**config.mk**
```make
export PLATFORM = sky130hd
export DESIGN_NAME = mont_mult_unit
export DESIGN_NICKNAME = d
export VERILOG_FILES = /design/src/rtl/mont_mult_unit.sv
export SDC_FILE = /design/constraint.sdc
export NUM_CORES = 1
export LEC_CHECK = 0
export ABC_AREA = 1
export BUFFER_PORTS_ARGS = -buffer_cell sky130_fd_sc_hd__buf_2
export CORE_MARGIN = 2
export CORE_UTILIZATION = 25
export DETAILED_ROUTE_END_ITERATION = 12
export GPL_TIMING_DRIVEN = 0
export HOLD_SLACK_MARGIN = 0.05
export PLACE_DENSITY = 0.38
export SLEW_MARGIN = 20
export SYNTH_ARGS = -nofsm -noshare
export SYNTH_HDL_FRONTEND = slang
export SYNTH_SLANG_ARGS = --single-unit
```
**constraint.sdc**
```tcl
create_clock -name clk -period 2.95 [get_ports clk]
set_clock_uncertainty 0.1 [all_clocks]
set_input_delay 0.59 -clock clk [delete_from_list [all_inputs] [get_ports clk]]
set_output_delay 0.59 -clock clk [all_outputs]
set_load 0.01 [all_outputs]
```
**src/rtl/mont_mult_unit.sv**
```systemverilog
// Bit-serial radix-2 Montgomery multiplier: result = a*b*2^(-WIDTH) mod m.
// Optional operand legality check enabled by defining MONT_OPERAND_CHECK_EN.
module mont_mult_unit #(
    parameter int WIDTH = 4
) (
    input  logic             clk,
    input  logic             rst,
    input  logic             start,
    input  logic [WIDTH-1:0] a,
    input  logic [WIDTH-1:0] b,
    input  logic [WIDTH-1:0] m,
    output logic             busy,
    output logic             done,
    output logic [WIDTH-1:0] result,
    output logic             err
);

    localparam int RW = WIDTH + 2;
    localparam int CW = $clog2(WIDTH + 1);

    typedef enum logic [1:0] {
        IDLE,
        CALC,
        CORR
    } state_t;

    state_t           state_q, state_d;
    logic [WIDTH-1:0] a_q, a_d;
    logic [WIDTH-1:0] b_q, b_d;
    logic [WIDTH-1:0] m_q, m_d;
    logic [WIDTH-1:0] result_q, result_d;
    logic [RW-1:0]    r_q, r_d;
    logic [CW-1:0]    i_q, i_d;
    logic             busy_q, busy_d;
    logic             done_q, done_d;

    logic [RW-1:0]    t_add;
    logic [RW-1:0]    t_odd;
    logic [RW-1:0]    r_corr;
    logic             bad_ops;

`ifdef MONT_OPERAND_CHECK_EN
    logic             err_q, err_d;
    logic             bad_q, bad_d;

    assign bad_ops = !m[0] || (a >= m) || (b >= m);
    assign err     = err_q;
`else
    assign bad_ops = 1'b0;
    assign err     = 1'b0;
`endif

    // a_q is shifted right each iteration, so bit 0 is always the current multiplier bit
    always_comb begin
        t_add  = r_q + (a_q[0] ? {2'b00, b_q} : {RW{1'b0}});
        t_odd  = t_add[0] ? (t_add + {2'b00, m_q}) : t_add;
        r_corr = (r_q >= {2'b00, m_q}) ? (r_q - {2'b00, m_q}) : r_q;
    end

    always_comb begin
        state_d  = state_q;
        a_d      = a_q;
        b_d      = b_q;
        m_d      = m_q;
        result_d = result_q;
        r_d      = r_q;
        i_d      = i_q;
        busy_d   = busy_q;
        done_d   = 1'b0;
`ifdef MONT_OPERAND_CHECK_EN
        err_d    = err_q;
        bad_d    = bad_q;
`endif
        case (state_q)
            IDLE: begin
                if (start) begin
                    a_d     = a;
                    b_d     = b;
                    m_d     = m;
                    r_d     = '0;
                    i_d     = '0;
                    busy_d  = 1'b1;
                    state_d = bad_ops ? CORR : CALC;
`ifdef MONT_OPERAND_CHECK_EN
                    bad_d   = bad_ops;
`endif
                end
            end
            CALC: begin
                r_d = t_odd >> 1;
                a_d = a_q >> 1;
                i_d = i_q + 1'b1;
                if (i_q == CW'(WIDTH - 1)) begin
                    state_d = CORR;
                end
            end
            CORR: begin
                result_d = r_corr[WIDTH-1:0];
                done_d   = 1'b1;
                busy_d   = 1'b0;
                state_d  = IDLE;
`ifdef MONT_OPERAND_CHECK_EN
                err_d    = bad_q;
                if (bad_q) begin
                    result_d = '0;
                end
`endif
            end
            default: begin
                state_d = IDLE;
                busy_d  = 1'b0;
            end
        endcase
    end

    always_ff @(posedge clk) begin
        if (rst) begin
            state_q  <= IDLE;
            a_q      <= '0;
            b_q      <= '0;
            m_q      <= '0;
            result_q <= '0;
            r_q      <= '0;
            i_q      <= '0;
            busy_q   <= 1'b0;
            done_q   <= 1'b0;
`ifdef MONT_OPERAND_CHECK_EN
            err_q    <= 1'b0;
            bad_q    <= 1'b0;
`endif
        end else begin
            state_q  <= state_d;
            a_q      <= a_d;
            b_q      <= b_d;
            m_q      <= m_d;
            result_q <= result_d;
            r_q      <= r_d;
            i_q      <= i_d;
            busy_q   <= busy_d;
            done_q   <= done_d;
`ifdef MONT_OPERAND_CHECK_EN
            err_q    <= err_d;
            bad_q    <= bad_d;
`endif
        end
    end

    assign busy   = busy_q;
    assign done   = done_q;
    assign result = result_q;

endmodule

```
==> impl_metrics.json <==
{
  "ctsResizeCount": 0,
  "yosys-top-cells-area": "dfxtp_1, nand2_1, ha_1",
  "drt_first_iter_violations": 45,
  "routed_wl_um": 3970,
  "synth_seq_cells": 28,
  "synth.top_cell.area_share_pct": 33.6,
  "status": "complete, no violations",
  "worstSetupEndpointType": "register",
  "io_pins": 22,
  "worst_pin_slew_ps": 536,
  "syn-num-nets": 270,
  "port_buffers": 20,
  "clockBufferDepth": 2,
  "grt_pass1_wl_um": 6980,
  "synth_cell_types": 30,
  "grt_pass1_vias": 1440,
  "cp.arrival_ps": 2660,
  "antenna_found_initial": 0,
  "nets": 295,
  "rows": 29,
  "period_needed_ps": 2610,
  "synth-async-reset-ratio_pct": 0,
  "slew_viol_final": 0,
  "postCtsHoldBufs": 0,
  "clk_pin_slew_ps": 100,
  "htree_levels": 1,
  "path_class": "register to register",
  "whs_ps": 364,
  "netlist_instances": 239,
  "cp-start-kind": "register",
  "hold_violations": 0,
  "routed_via_density": 4.34,
  "required_ps": 3010,
  "synth_flop_cell": "dfxtp_1",
  "wl_per_cell_um": 11.7,
  "drv_cap": 0,
  "irDropWorstVdd_v": 0.000250,
  "max-slew-margin-rel_pct": 64.2,
  "cts_buffers": 3,
  "via_count": 1475,
  "grt_max_degree": 16,
  "netlist_area_mm2": 0.00167,
  "synth_edf_count": 0,
  "finalPower_w": 0.000792,
  "areaGrowthSynthToFinish_pct": 15.1,
  "cts_tree": "yes",
  "setup_viol": 0,
  "die_x_um": 85.6,
  "rsz0062_at_grt": "false",
  "fin_util_pct": 30.0,
  "dp_hpwl_um": 3070,
  "hold_path_class": "register to register",
  "p_leak_nw": 0.951,
  "synth_largest_area_cell": "dfxtp_1",
  "fin_cells": 340,
  "min_period_over_period_pct": 88.3,
  "num_antenna_cells": 0,
  "dp.cells": 336,
  "setup-tns-final_ps": 0,
  "syn_avg_cell_area_um2": 6.97,
  "cts_root_buffer": "clkbuf_8",
  "die_y_um": 85.6,
  "cts.sink_count": 28,
  "dr.pass1.iters": 4,
  "die-area_mm2": 0.00734,
  "drive_gt1_share_pct": 14.4,
  "fillers": 722,
  "pwr_density_cell_mw_per_mm2": 413,
  "gp_congestion": 0.725,
  "grt.total_usage_pct": 12.0,
  "drc": 0,
  "timing.fmax_ghz": 0.384,
  "path_max_fanout": 5,
  "clkLatencyLatePin_ps": 280,
  "post-cts-setup-buffers": 0,
  "yosys_warnings": 0,
  "ys_seq_area_share_pct": 33.6,
  "start_util_pct": 26.1,
  "coreArea_mm2": 0.00639,
  "grt-ovfl-total": 0,
  "ant_nets": 0
}
[worst max-delay path, cell delays in order, from the launching register on]
cell and delay [ps]:
dfxtp_1 360, nand2_1 80, inv_1 40, ha_1 230, fa_1 440, xor2_1 260
ha_1 310, a21oi_1 210, nand2_2 80, nand2_2 70, nand2_2 50, nand3_1 60
nand2_1 60, nand3_2 70, a21oi_2 50
[placed cells by master (no fill, tap or decap), drive strengths merged, types with 2 or more instances in the layout]
| cell type | netlist | final |
|---|---|---|
| a21oi | 18 | 18 |
| a31oi | 3 | 3 |
| buf | 5 | 25 |
| clkbuf | 2 | 6 |
| dfxtp | 28 | 28 |
| fa | 3 | 3 |
| ha | 13 | 13 |
| inv | 34 | 34 |
| nand2 | 58 | 58 |
| nand3 | 14 | 14 |
| nor2 | 33 | 33 |
| nor3 | 2 | 2 |
| o211ai | 3 | 3 |
| o21ai | 12 | 12 |
| or2 | 2 | 2 |
| xnor2 | 2 | 2 |
| xor2 | 2 | 2 |
[logic make-up (layout without fill, tap and decap cells)]
kind of cell             Yosys count  count (layout)  share of synthesized area, %
adder cells (fa/ha/maj)           16              16                          13.4
buffers and inverters             41              65                          10.1
flip-flops                        28              28                          33.6
AO/OA/AOI/OAI                     38              38                          12.8
XOR/XNOR                           4               4                          2.10
AND/OR/NAND/NOR                  111             111                          27.8
other                              1               1                         0.225
[sequential cells by signal (all words and copies together) (netlist names)]
name,cells
a_q,4
b_q,4
busy,1
done,1
i_q,3
m_q,4
r_q,5
result,4
state_q,2
[power by group]
group	total (W)	internal [W]	leakage, nW	switching, W
Sequential	0.000409	0.000396	0.229	0.0000132
Clock	0.000248	0.000120	0.0288	0.000128
Combinational	0.000135	0.0000527	0.693	0.0000820
Total	0.000792	0.000568	0.951	0.000224
[Yosys cell counts (2+ instances only)]
master    instances
inv_1            33
dfxtp_1          28
buf_2             2
o21ai_0          10
fa_1              3
a21oi_1          17
buf_4             3
xnor2_1           2
ha_1             13
a31oi_1           3
xor2_1            2
o211ai_1          3
nand2_2           4
nor2_1           33
nor3_1            2
nand3_1          13
nand2_1          54
clkbuf_1          2
[cell type report]
cell class | instances | area (um2) | area share [%]
clock buffer | 4 | 55.1 | 2.87
sequential | 28 | 561 | 29.2
tap | 77 | 96.3 | 5.02
buffer | 7 | 40.0 | 2.09
timing repair buffer | 20 | 100 | 5.22
multi-input combinational | 170 | 938 | 48.9
inverter | 34 | 128 | 6.65
[path summary, 6_finish.rpt]
kind                             start     end  slack, ps  cells past startpoint
worst max register to register  a_q[0]  r_q[4]        340                     14
worst max-delay path            a_q[0]  r_q[4]        340                     14
worst min-delay path            i_q[2]  i_q[2]        360                      2
worst min register to register  i_q[2]  i_q[2]        360                      2
[through the flow]
stage / setup slack, ps / instance area, um2
after detailed placement: 318 / 1860
after global routing: 65.3 / 1920
after floorplan: 617 / 1670
after global placement: 311 / 1860
final: 344 / 1920
after CTS: 303 / 1920
[routing by layer]
| metal | vias to the layer above | GRT usage (%) | routed length [um] |
|---|---|---|---|
| li1 | 802 | - | - |
| met1 | 642 | 15.4 | 1950 |
| met4 | 0 | 3.03 | 55 |
| met3 | 4 | 2.89 | 177 |
| met2 | 27 | 20.2 | 1780 |
| met5 | - | 0 | 0 |
Power figures use the tool's default switching activity.
